==> src/rtl/proj_fn_eval.sv <==
// proj_fn_eval: two-stage evaluator of a loadable N_IN-input truth table with per-query input projection.
// Define EVAL_CNT_EN to add the saturating cnt_ones counter of delivered r_y=1 results.
module proj_fn_eval #(
  parameter int N_IN  = 8,
  parameter int LD_W  = 32,
  parameter int CNT_W = 16
) (
  input  logic             clk,
  input  logic             rst_n,
  input  logic             ld_valid,
  output logic             ld_ready,
  input  logic [LD_W-1:0]  ld_data,
  input  logic             ld_last,
  output logic             tbl_ok,
  output logic             ld_err,
  input  logic             q_valid,
  output logic             q_ready,
  input  logic [N_IN-1:0]  q_x,
  input  logic [N_IN-1:0]  q_mask,
  input  logic [N_IN-1:0]  q_val,
  output logic             r_valid,
  input  logic             r_ready,
  output logic             r_y,
  output logic [CNT_W-1:0] cnt_ones
);
  localparam int SIZE  = 2**N_IN;
  localparam int DEPTH = SIZE / LD_W;
  localparam int WP_W  = DEPTH > 1 ? $clog2(DEPTH) : 1;
  logic [SIZE-1:0] tbl;
  logic [WP_W-1:0] wp;
  logic [N_IN-1:0] s1_a;
  logic s1_v, s2_free, ld_acc, q_acc, loading, wp_end;
  assign s2_free  = ~r_valid | r_ready;
  assign ld_ready = ~s1_v & ~r_valid;
  assign ld_acc   = ld_valid & ld_ready;
  assign loading  = (wp != '0) | ld_acc;
  assign q_ready  = tbl_ok & ~loading & (~s1_v | s2_free);
  assign q_acc    = q_valid & q_ready;
  assign wp_end   = wp == WP_W'(DEPTH - 1);
  // Any word either ends the load cleanly, flags a length error, or continues it with both flags low.
  always_ff @(posedge clk or negedge rst_n)
    if (!rst_n) begin
      tbl    <= '0;
      wp     <= '0;
      tbl_ok <= 1'b0;
      ld_err <= 1'b0;
    end else if (ld_acc) begin
      tbl[wp*LD_W +: LD_W] <= ld_data;
      wp     <= (ld_last | wp_end) ? '0 : wp + 1'b1;
      tbl_ok <= ld_last & wp_end;
      ld_err <= ld_last ^ wp_end;
    end
  always_ff @(posedge clk or negedge rst_n)
    if (!rst_n) begin
      s1_v    <= 1'b0;
      s1_a    <= '0;
      r_valid <= 1'b0;
      r_y     <= 1'b0;
    end else begin
      if (~s1_v | s2_free) s1_v <= q_acc;
      if (q_acc) s1_a <= (q_x & ~q_mask) | (q_val & q_mask);
      if (s2_free) r_valid <= s1_v;
      if (s2_free & s1_v) r_y <= tbl[s1_a];
    end
`ifdef EVAL_CNT_EN
  always_ff @(posedge clk or negedge rst_n)
    if (!rst_n) cnt_ones <= '0;
    else if (ld_acc & (wp == '0)) cnt_ones <= '0;
    else if (r_valid & r_ready & r_y & ~&cnt_ones) cnt_ones <= cnt_ones + 1'b1;
`else
  assign cnt_ones = '0;
`endif
endmodule

==> config.mk <==
export PLATFORM = sky130hd
export DESIGN_NAME = proj_fn_eval
export DESIGN_NICKNAME = d
export VERILOG_FILES = /design/src/rtl/proj_fn_eval.sv
export SDC_FILE = /design/constraint.sdc
export NUM_CORES = 1
export LEC_CHECK = 0
export CAP_MARGIN = 20
export CORE_AREA = 5 5 149 151
export DETAILED_ROUTE_END_ITERATION = 12
export DIE_AREA = 0 0 154 156
export PLACE_DENSITY = 0.84
export SYNTH_ARGS = -nofsm -noshare
export SYNTH_HDL_FRONTEND = slang
export SYNTH_SLANG_ARGS = --single-unit
export TNS_END_PERCENT = 50
==> constraint.sdc <==
create_clock -name clk -period 6.3 [get_ports clk]
set_input_delay 1.26 -clock clk [delete_from_list [all_inputs] [get_ports clk]]
set_output_delay 1.26 -clock clk [all_outputs]
set_load 0.01 [all_outputs]
==> impl_metrics.csv, run 1 <==
group,metric,value,unit
critical_path,start_kind,"flop",
place,hpwl,22700,um
hold_path,hold_depth,2,
finish,nets,1385,
detailed_routing,wl_per_cell,21.8,um
yosys,async_reset_ff_share,100,%
timing,period_share,64.1,%
die,initial_core_util,62.7,%
critical_path,reg2reg_to,"tbl[0]$_DFFE_PN0P_",
critical_path,critPathRequiredTime,5040,ps
detailed_routing,final_antenna_net_count,0,
critical_path,arrival,2780,ps
global_routing,grt_usage,29.4,%
yosys,yosys_warnings,0,
die,die_h,156,um
timing,clock_skew,16.6,ps
detailed_routing,drt_iter0_markers,1063,
hold_path,hold_class,"reg -> reg",
clocking,cts.sinks,272,
clocking,cts_buffers,29,
critical_path,rrSetupSlack,2390,ps
clocking,cts_tree,"built",
finish,nFillCells,1435,
global_routing,met1_usage,41.1,%
finish,antenna_cells,0,
die,die_area,24000,um2
detailed_routing,dr.pass1.iters,6,
place,gp_congestion,0.910,
yosys,syn_area,13000,um2
clocking,cts-root-buf,"clkbuf_16",
finish,area_growth,14.1,%
critical_path,critPathKind,"reg -> out",
global_routing,grt_first_pass_wirelength,55400,um
timing,slew_headroom,25.1,%
die,num_io_pins,84,
timing,timing.setup.tns,0,ps
yosys,yosysTopAreaCell,"dfrtp_1",
yosys,synth_top_area_share,52.5,%
global_routing,grt_overflow,0,
yosys,synth_cell_types,47,
global_routing,grt_start_max_net_pins,111,
yosys,synth_edf_count,0,
detailed_routing,avgViaCountPerCell,6.27,
power,peakVddDrop,0.308,mV
place,placed_cells,1556,
clocking,post_cts_buffers,0,
clocking,postCtsHoldBufs,0,
power,power_leakage,6.28,nW
yosys,syn_inst,1289,
yosys,yosys_register_bits,272,
yosys,synth_ff_type,"dfrtp_1",
timing,maxSlewViolCount,0,
yosys,ys_seq_area_share,52.5,%
die,rows,53,
global_routing,grtUsageMet2,45.2,%
clocking,clkTransAtPathRegs,60,ps
yosys,synthTopCellsByArea,"dfrtp_1 52%, nand2_1 11%, mux4_2 8.2%",
timing,period_needed,4040,ps
clocking,clk_path_buf_depth,3,
detailed_routing,drc_errors,0,
place,io_buffers,67,
detailed_routing,vias,10100,
timing,worst_slew_pin_slew,1120,ps
outcome,status,"complete, no violations",
global_routing,grtUsageMet3,7.38,%
finish,layout.cells.non_filler,1611,
timing,rsz0062_at_grt,"no",
power,power_density,334,nW/um2
finish,layout-drive-gt1-share,12.6,%
yosys,syn_avg_cell_area,10.1,um2
critical_path,reg2regPathDepth,5,
clocking,clkLatencyLatePin,560,ps
job,drv_cap,0,
global_routing,grt_antenna_before_repair,0,
die,die_w,154,um
critical_path,cp_max_fo,18,
timing,setup_viol_count_final,0,
hold_path,min_to,"tbl[132]$_DFFE_PN0P_",
detailed_routing,wirelength,35100,um
timing,hold_viol_final,0,
global_routing,grt_pass1_vias,10000,
hold_path,hp-start,"tbl[132]$_DFFE_PN0P_",
clocking,cts_resized,0,
clocking,h-tree-depth,1,
timing,fmaxAchievable,0.247,GHz
die,core,20700,um2
critical_path,worst_setup_path_end_kind,"output port",
global_routing,grt.busiest_layer,"met2",
critical_path,reg2reg_from,"wp[0]$_DFFE_PN0P_",
## layout by cell type, fill, tap and decap left out, types with 7 or more instances in the layout
cell	n
clkbuf_16	29
a22oi_1	10
nand3_1	55
nor2_1	16
o21ai_0	49
mux2i_1	41
o221ai_1	12
mux2_4	30
ha_1	9
dfrtp_1	270
buf_4	15
a21oi_1	9
clkdlybuf4s50_1	66
nand2_1	394
conb_1	16
o21ai_1	155
mux4_2	47
o22ai_1	7
clkinv_2	9
nor3_1	10
nand2b_1	7
## per-layer routing
| metal | wire (um) | up-vias | part of all wire, % |
|---|---|---|---|
| met5 | 0 | - | 0 |
| met4 | 1440 | 0 | 4.1 |
| met3 | 3740 | 113 | 11 |
| met2 | 16100 | 623 | 46 |
| met1 | 13900 | 4874 | 39 |
| li1 | - | 4498 | - |
## synth_stat cells, types with 12 or more instances
cell type    n
nor3_1      12
dfrtp_1    272
o21ai_0     49
nand3_1     61
buf_4       21
nand2_1    394
o221ai_1    12
mux2i_1     41
o21ai_1    155
nor2_1      16
mux4_2      47
clkbuf_1    68
mux2_4      30
## registers in the layout (all words and copies together), names as in the netlist
register / flops
wp: 3
tbl_ok: 1
tbl: 256
r_valid: 1
s1_v: 1
ld_err: 1
s1_a: 8
r_y: 1
## kinds of logic (layout without fill, tap and decap cells)
| family | Yosys count | count (layout) | synth area share, % |
|---|---|---|---|
| and+or+nand+nor | 515 | 515 | 16.4 |
| DFF | 272 | 272 | 52.5 |
| AOI/OAI and AO/OA | 253 | 253 | 10.6 |
| muxes | 123 | 123 | 15.2 |
| buffers and inverters | 116 | 148 | 4.41 |
| adders and majority gates | 9 | 9 | 0.868 |
| other | 1 | 16 | 0.0289 |
## worst max path at each step
stage	start	endpoint	slack, ps
finish	wp[0]$_DFFE_PN0P_	q_ready	2260
detailed placement	r_ready	q_ready	2300
global placement	r_ready	q_ready	2290
global route	wp[0]$_DFFE_PN0P_	q_ready	2210
floorplan	r_ready	q_ready	3400
CTS	r_ready	q_ready	2290
## critical path: stages, from the launching register on
cell,delay [ps]
dfrtp_1,830
inv_2,160
ha_1,270
ha_1,250
and4_1,210
clkdlybuf4s50_1,490
## area by class of cell
| cell class | count | area (um2) | area share (%) |
|---|---|---|---|
| Sequential cell | 272 | 6810 | 46.0 |
| Multi-Input combinational cell | 916 | 5710 | 38.5 |
| Timing Repair Buffer | 87 | 896 | 6.05 |
| Clock buffer | 36 | 802 | 5.42 |
| Tap cell | 275 | 344 | 2.32 |
| Clock inverter | 17 | 218 | 1.47 |
| Inverter | 8 | 30.0 | 0.203 |
## report_power, final
group / leakage [nW] / switching [mW] / internal [mW]
Clock: 0.508 / 0.728 / 1.07
Sequential: 3.69 / 0.200 / 2.07
Combinational: 2.08 / 0.449 / 0.423
## through the flow
stage	setup WS, ps	power [mW]	utilization (%)	area (um2)	hold slack (ps)
after CTS	2290	4.93	71.3	14800	469
after floorplan	3400	2.83	-	13000	433
after global placement	2290	3.08	66.1	13700	445
after global routing	2210	5.15	71.6	14800	489
final	2260	4.94	71.6	14800	466
after detailed placement	2300	3.13	66.4	13700	454
Note: power is estimated with default switching activity, not from simulation.
==> inputs of run 2 (changes only) <==
--- a/config.mk
+++ b/config.mk
@@ -6,10 +6,10 @@
 export NUM_CORES = 1
 export LEC_CHECK = 0
 export CAP_MARGIN = 20
-export CORE_AREA = 5 5 149 151
+export CORE_AREA = 5 5 154 156
 export DETAILED_ROUTE_END_ITERATION = 12
-export DIE_AREA = 0 0 154 156
-export PLACE_DENSITY = 0.84
+export DIE_AREA = 0 0 159 161
+export PLACE_DENSITY = 0.79
 export SYNTH_ARGS = -nofsm -noshare
 export SYNTH_HDL_FRONTEND = slang
 export SYNTH_SLANG_ARGS = --single-unit
==> constraint.sdc (replaced) <==
create_clock -name clk -period 4.1 [get_ports clk]
set_input_delay 0.82 -clock clk [delete_from_list [all_inputs] [get_ports clk]]
set_output_delay 0.82 -clock clk [all_outputs]
set_load 0.01 [all_outputs]
==> run 2 against run 1 <==
Sequential cell count unchanged. Non-clock buffer count increased by 8. Cell count increased by 1.1%. Worst setup slack got worse by 1600 ps. Total power increased by 56%. Largest power group unchanged. Highest routed layer unchanged.
==> impl_metrics.csv, run 2 (same netlist as run 1, synthesis figures left out) <==
group,metric,value,unit
clocking,postCtsHoldBufs,0,
die,num_io_pins,84,
timing,setup_viol_count_final,0,
timing,period_needed,3440,ps
clocking,clkTransAtPathRegs,60,ps
power,power_leakage,6.31,nW
clocking,clkLatencyLatePin,540,ps
outcome,status,"complete, no violations",
global_routing,grt_pass1_vias,10200,
finish,top_register,"tbl",
finish,largest_reg_flops,256,
critical_path,critPathRequiredTime,3280,ps
timing,clock_skew,9.08,ps
clocking,cts_resized,0,
detailed_routing,avgViaCountPerCell,6.26,
finish,multi_input_area,5710,um2
die,rows,55,
timing,maxSlewViolCount,0,
job,drv_cap,0,
place,io_buffers,67,
critical_path,path_buf_inv,2,
place,placed_cells,1575,
clocking,cts_buffers,29,
die,die_area,25600,um2
timing,period_share,83.9,%
finish,nets,1393,
detailed_routing,final_antenna_net_count,0,
detailed_routing,dr.pass1.iters,5,
finish,register_area,6810,um2
critical_path,slowest_stage,"dfrtp_1",
finish,antenna_cells,0,
finish,reg_top3,"tbl x256, s1_a x8, wp x3",
clocking,cts.sinks,272,
finish,layout.cells.non_filler,1629,
critical_path,crit_top_cell,"ha_1",
power,power_density,516,nW/um2
detailed_routing,wl_per_cell,21.9,um
critical_path,critPathKind,"reg -> out",
clocking,cts_tree,"built",
finish,post-route-util,67.0,%
critical_path,critPathMaxStageDelay,720,ps
critical_path,worst_setup_path_end_kind,"output port",
place,dp_slack,839,ps
timing,slew_headroom,39.1,%
finish,area_growth,14.8,%
timing,rsz0062_at_grt,"no",
finish,layout-drive-gt1-share,12.9,%
timing,hold_viol_final,0,
global_routing,grt_antenna_before_repair,0,
die,initial_core_util,58.4,%
clocking,h-tree-depth,1,
detailed_routing,drt_iter0_markers,1210,
detailed_routing,drc_errors,0,
clocking,cts-root-buf,"clkbuf_16",
critical_path,arrival,2620,ps
timing,worst_slew_pin_slew,914,ps
timing,setup_slack,661,ps
clocking,post_cts_buffers,0,
detailed_routing,wirelength,35700,um
global_routing,grt_overflow,0,
die,core,22200,um2
global_routing,grt_first_pass_wirelength,57000,um
clocking,clk_path_buf_depth,3,
critical_path,cp_top_family,"flip-flops",
timing,fmaxAchievable,0.291,GHz
finish,nFillCells,1601,
place,gp_congestion,0.880,
detailed_routing,vias,10200,
finish,final_common_cell,"nand2_1",
place,hpwl,24200,um
critical_path,crit_chain,"inv_2 -> ha_1 -> ha_1 -> and4_1 -> clkdlybuf4s50_1",
global_routing,grt_start_max_net_pins,111,
critical_path,start_kind,"flop",
power,peakVddDrop,0.480,mV
global_routing,grt_usage,27.9,%
timing,timing.setup.tns,0,ps
die,die_h,161,um
die,die_w,159,um
finish,mostFrequentLayoutCells,"394 x nand2_1, 270 x dfrtp_1, 155 x o21ai_1, 66 x clkdlybuf4s50_1, 55 x nand3_1",
critical_path,cp_max_fo,18,
hold_path,hold_class,"in -> async",
## run 2: changes by cell type in the layout (fill, tap and decap cells not counted), sizes merged
cell	previous run	this run
clkinv	12	9
bufinv	4	7
clkinvlp	1	2
clkbuf	36	35
buf	21	29
## run 2: final timing paths
path / start / end / slack [ps] / cells past startpoint
max reg2reg: wp[0]$_DFFE_PN0P_ / tbl[123]$_DFFE_PN0P_ / 760 / 8
min: rst_n / tbl[67]$_DFFE_PN0P_ / 340 / 1
max in group asynchronous: rst_n / tbl[162]$_DFFE_PN0P_ / 2770 / 2
min in group clk: tbl[144]$_DFFE_PN0P_ / tbl[144]$_DFFE_PN0P_ / 470 / 2
max: wp[0]$_DFFE_PN0P_ / q_ready / 660 / 5
min reg2reg: tbl[144]$_DFFE_PN0P_ / tbl[144]$_DFFE_PN0P_ / 470 / 2
## run 2: stage by stage
stage          hold WS (ps)  power [mW]  area [um2]
3_5_place_dp            453        4.83       13800
6_report                335        7.69       14900
5_1_grt                 420        8.01       14900
4_1_cts                 390        7.69       14900
2_1_floorplan           433        4.35       13000
3_3_place_gp            444        4.74       13800
## run 2: report_power, final
| part | internal, mW | switching, mW | total, mW |
|---|---|---|---|
| Combinational | 0.651 | 0.684 | 1.34 |
| Clock | 1.78 | 1.10 | 2.87 |
| Sequential | 3.18 | 0.304 | 3.48 |
## run 2: layer usage
metal	GRT usage, %	wire, um
met1	39.3	14500
met2	43.1	16100
met3	5.64	3480
met4	11.1	1640
met5	0	0
## run 2: layout make-up
type                       count  area share (%)
tap                          285            2.39
clock inverter                18            1.91
sequential                   272            45.7
timing repair buffer          95            6.33
clock buffer                  35            5.16
multi-input combinational    916            38.3
inverter                       8           0.202
==> inputs of run 3 (changes only) <==
==> constraint.sdc (replaced) <==
create_clock -name clk -period 3.5 [get_ports clk]
set_input_delay 0.7 -clock clk [delete_from_list [all_inputs] [get_ports clk]]
set_output_delay 0.7 -clock clk [all_outputs]
set_load 0.01 [all_outputs]
==> run 3 against run 2 <==
Clock power up 6%. Via count down 0.62%. Sequential cell count unchanged. First-iteration DRC count up 0.83%. Worst setup slack worse by 200 ps. Largest cell class unchanged. Highest routed layer is now met5.
==> impl_metrics.csv, run 3 (same netlist as run 1, synthesis figures left out) <==
group,metric,value,unit
finish,antenna_cells,0,
global_routing,met1_usage,39.0,%
clocking,cts-root-buf,"clkbuf_16",
place,hpwl,24200,um
global_routing,grt_usage,28.0,%
clocking,clkTransAtPathRegs,60,ps
detailed_routing,wl_per_cell,21.8,um
global_routing,grt_overflow,0,
place,io_buffers,67,
power,swShare,27.0,%
timing,hold_viol_final,0,
global_routing,grtUsageMet2,43.0,%
finish,largest_reg_flops,256,
power,p_switching,2.35,mW
critical_path,cp_max_fo,5,
clocking,cts.sinks,272,
power,p_seq_share,46.7,%
detailed_routing,dr.pass1.iters,6,
timing,setup_viol_count_final,0,
timing,period_share,86.8,%
detailed_routing,final_antenna_net_count,0,
place,gp_congestion,0.904,
clocking,cts_resized,0,
critical_path,arrival,2340,ps
finish,area_growth,14.6,%
clocking,cts_tree,"built",
detailed_routing,wirelength,35700,um
critical_path,reg2regPathDepth,7,
finish,top_register,"tbl",
timing,worst_hold_slack,201,ps
critical_path,worst_setup_path_end_kind,"output port",
global_routing,grt_pass1_vias,10200,
detailed_routing,vias,10100,
timing,clock_skew,15.6,ps
die,die_w,159,um
clocking,cts_buffers,28,
finish,final_common_cell,"nand2_1",
power,comb_power_share,18.3,%
critical_path,critPathKind,"reg -> out",
detailed_routing,drt_iter0_markers,1220,
finish,nFillCells,1639,
timing,maxSlewViolCount,0,
global_routing,grt_start_max_net_pins,102,
timing,timing.setup.tns,0,ps
critical_path,start_kind,"flop",
job,drv_cap,0,
global_routing,grt_first_pass_wirelength,57100,um
timing,worst_slew_pin_slew,832,ps
detailed_routing,avgViaCountPerCell,6.20,
finish,reg_top3,"tbl x256, s1_a x8, wp x3",
critical_path,critPathRequiredTime,2800,ps
power,p_clk_share,35.0,%
die,initial_core_util,58.4,%
die,die_h,161,um
power,power.internal,6.35,mW
die,num_io_pins,84,
clocking,post_cts_buffers,0,
power,power_density,586,nW/um2
die,core,22200,um2
timing,rsz0062_at_grt,"no",
timing,fmaxAchievable,0.329,GHz
hold_path,hold_class,"in -> async",
die,die_area,25600,um2
die,rows,55,
finish,nets,1403,
finish,layout-drive-gt1-share,13.1,%
clocking,clk_path_buf_depth,3,
global_routing,grtUsageMet3,6.99,%
clocking,clkLatencyLatePin,540,ps
clocking,h-tree-depth,1,
power,power_leakage,6.31,nW
power,peakVddDrop,0.346,mV
detailed_routing,drc_errors,0,
clocking,postCtsHoldBufs,0,
global_routing,grt_antenna_before_repair,1,
timing,slew_headroom,44.5,%
timing,period_needed,3040,ps
global_routing,grt.busiest_layer,"met2",
finish,mostFrequentLayoutCells,"394 x nand2_1, 270 x dfrtp_1, 155 x o21ai_1, 66 x clkdlybuf4s50_1, 55 x nand3_1",
outcome,status,"complete, no violations",
run 3: metal layers:
layer  part of all wire [%]  vias up
li1                       -     4518
met1                     39     4931
met2                     45      559
met3                     11      127
met4                    4.6        2
met5                  0.036        -
run 3: critical path, cell delays in order (launching register included):
cell             delay, ps
dfrtp_1                420
inv_1                  110
ha_1                   180
ha_1                   230
and4_1                 300
clkdlybuf4s50_1        560
run 3: final timing paths:
| path | start | end | slack [ps] |
|---|---|---|---|
| worst max-delay path | wp[1]$_DFFE_PN0P_ | q_ready | 460 |
| max in group asynchronous | rst_n | tbl[160]$_DFFE_PN0P_ | 2410 |
| worst min-delay path | rst_n | tbl[65]$_DFFE_PN0P_ | 200 |
| worst max register to register | s1_a[0]$_DFFE_PN0P_ | r_y$_DFFE_PN0P_ | 690 |
| min in group clk | tbl[150]$_DFFE_PN0P_ | tbl[150]$_DFFE_PN0P_ | 470 |
| worst min register to register | tbl[150]$_DFFE_PN0P_ | tbl[150]$_DFFE_PN0P_ | 470 |
run 3: layout make-up:
type	instances	area [um2]	area share (%)
Clock buffer	43	838	5.64
Clock inverter	6	105	0.707
Inverter	8	30.0	0.202
Multi-Input combinational cell	916	5710	38.4
Sequential cell	272	6810	45.8
Tap cell	285	357	2.40
Timing Repair Buffer	106	1030	6.90
run 3: power groups by stage:
stage,combinational (mW),sequential (mW),clock [mW]
CTS,1.59,4.05,3.08
detailed placement,1.57,4.10,0
global route,1.76,4.12,3.22
finish,1.59,4.07,3.04
floorplan,1.12,3.98,0
global placement,1.51,4.07,0
run 3: metrics by stage:
| step | util, % | std cells | worst slack, ps | area [um2] | power [mW] |
|---|---|---|---|---|---|
| final | 66.9 | 1636 | 461 | 14900 | 8.71 |
| after CTS | 66.8 | 1635 | 435 | 14800 | 8.72 |
| after global routing | 66.9 | 1636 | 376 | 14900 | 9.10 |
| after detailed placement | 62.5 | 1586 | 391 | 13900 | 5.67 |
| after global placement | 62.5 | 1586 | 446 | 13900 | 5.58 |
| after floorplan | - | 1304 | 1080 | 13000 | 5.10 |
==> RTL edit, RTL diff (flow settings as in run 3) <==
The option `EVAL_CNT_EN` is turned on by a define.
--- a/src/rtl/proj_fn_eval.sv
+++ b/src/rtl/proj_fn_eval.sv
@@ -1,5 +1,7 @@
 // proj_fn_eval: two-stage evaluator of a loadable N_IN-input truth table with per-query input projection.
 // Define EVAL_CNT_EN to add the saturating cnt_ones counter of delivered r_y=1 results.
+`define EVAL_CNT_EN
+
 module proj_fn_eval #(
   parameter int N_IN  = 8,
   parameter int LD_W  = 32,
Behaviour: no difference found for any inputs over 10 cycles, from zero or initial values and one cycle with rst_n low; that may be too few to reach the edited logic, so the function may still have changed.
==> RTL edit against run 3 <==
- combinational power fell by 5%
- die area did not move
- final area rose by 5.4%
- clock power rose by 2%
- count of clock-buffer cells in the layout fell by 1
- setup slack got worse by 230 ps
- fmax fell by 7.1%
- sequential share of layout area rose by 0.23 points
- via count rose by 5.7%
- total power rose by 2.5%
- sequential power rose by 5.7%
- sequential cell count rose by 16
- wire length rose by 5.8%
- area after synthesis rose by 4.9%
- critical path type unchanged
- critical endpoint unchanged
==> RTL edit: results <==
[drt]
routedWlPerCell_um = 22.1
wl_mm = 37.8
drt_pre_antenna_iters = 7
routed-wl-met3_mm = 3.72
drt_iter0_drc = 1074
vias_per_cell = 6.26
wl_met1_mm = 15.1

[final_layout]
largestRegisters = tbl (256), cnt_ones (16), s1_a (8)
drive_above_1_share_pct = 11.8
n_fill_cell = 1602
postLayoutCoreUtil_pct = 70.5
final_nets = 1478

[power_and_ir_drop]
p_seq_mw = 4.30
peakVddDrop_uv = 350
power_mw = 8.93
p_leak_nw = 6.44
p_sw_share_pct = 27.6

[timing]
worst_slew_pin_slew_ps = 963
skew_ps = 11.8

[global_routing]
grt_max_degree = 87
groute.usage.overall_pct = 29.2
use_met2_pct = 45.9
antenna_found_initial = 0
grt_use_met3_pct = 7.14
grt_pass1_vias = 10500
grt_pass1_wl_mm = 59.5

[yosys]
yosys.area_share.xor_xnor_pct = 0.965
syn_inst = 1350
synth_mux_area_share_pct = 14.2
synth_common_cells = 420 x nand2_1, 288 x dfrtp_1, 237 x o21ai_0
synth-seq-area-share_pct = 52.9
synth_area_leaders = dfrtp_1 53%, nand2_1 12%, o21ai_0 8.7%
synth-compound-area-share_pct = 12.1
synthAdderAreaFrac_pct = 0.919
synth.distinct_cells = 52

[setup_path]
cp_max_fo = 10
crit_arrival_ps = 2570

[placement]
io_buffer_count = 83
placed_area_um2 = 14700
dp.cells = 1660
dp_hpwl_mm = 25.3

[clock_tree]
clkTransAtPathRegs_ps = 60
numCtsBuffers = 29

[status]
status = complete, no violations
-- RTL edit: cell types whose count changed after synthesis, sizes merged, moves of 7 or more --
cell	change
nand3	-40
mux2i	+10
dfrtp	+16
nor2	+9
nand2	+25
xor2	+11
o21ai	+36
nor3	-7
a22oi	-7
buf	-12
-- RTL edit: logic make-up (layout without fill, tap and decap cells) --
logic type | count (synthesis) | after routing
mux | 129 | 129
buf+inv | 99 | 174
xor+xnor | 15 | 15
fa+ha+maj | 10 | 10
compound gates | 294 | 294
simple gates | 515 | 515
flops | 288 | 288
-- RTL edit: cell type report --
| class | instances | share of cell area, % |
|---|---|---|
| sequential | 288 | 46.0 |
| tap | 285 | 2.28 |
| clock inverter | 8 | 0.591 |
| clock buffer | 42 | 5.52 |
| timing repair buffer | 117 | 7.28 |
| multi-input combinational | 963 | 38.1 |
| inverter | 7 | 0.168 |
-- RTL edit: worst max-delay path, stage by stage, from the launching register on --
cell             delay, ps
dfrtp_1                500
inv_1                  180
ha_1                   210
ha_1                   340
nand3_1                110
nor2_1                 140
clkdlybuf4s50_1        560
-- RTL edit: worst paths after layout --
| kind | start | to | slack (ps) | cells after the start |
|---|---|---|---|---|
| max | wp[0]$_DFFE_PN0P_ | q_ready | 230 | 6 |
| min | rst_n | tbl[101]$_DFFE_PN0P_ | 170 | 1 |
| max reg2reg | s1_a[0]$_DFFE_PN0P_ | r_y$_DFFE_PN0P_ | 650 | 7 |
| min reg2reg | tbl[36]$_DFFE_PN0P_ | tbl[36]$_DFFE_PN0P_ | 480 | 2 |
| max in group asynchronous | rst_n | tbl[58]$_DFFE_PN0P_ | 2430 | 2 |
| min in group clk | tbl[36]$_DFFE_PN0P_ | tbl[36]$_DFFE_PN0P_ | 480 | 2 |
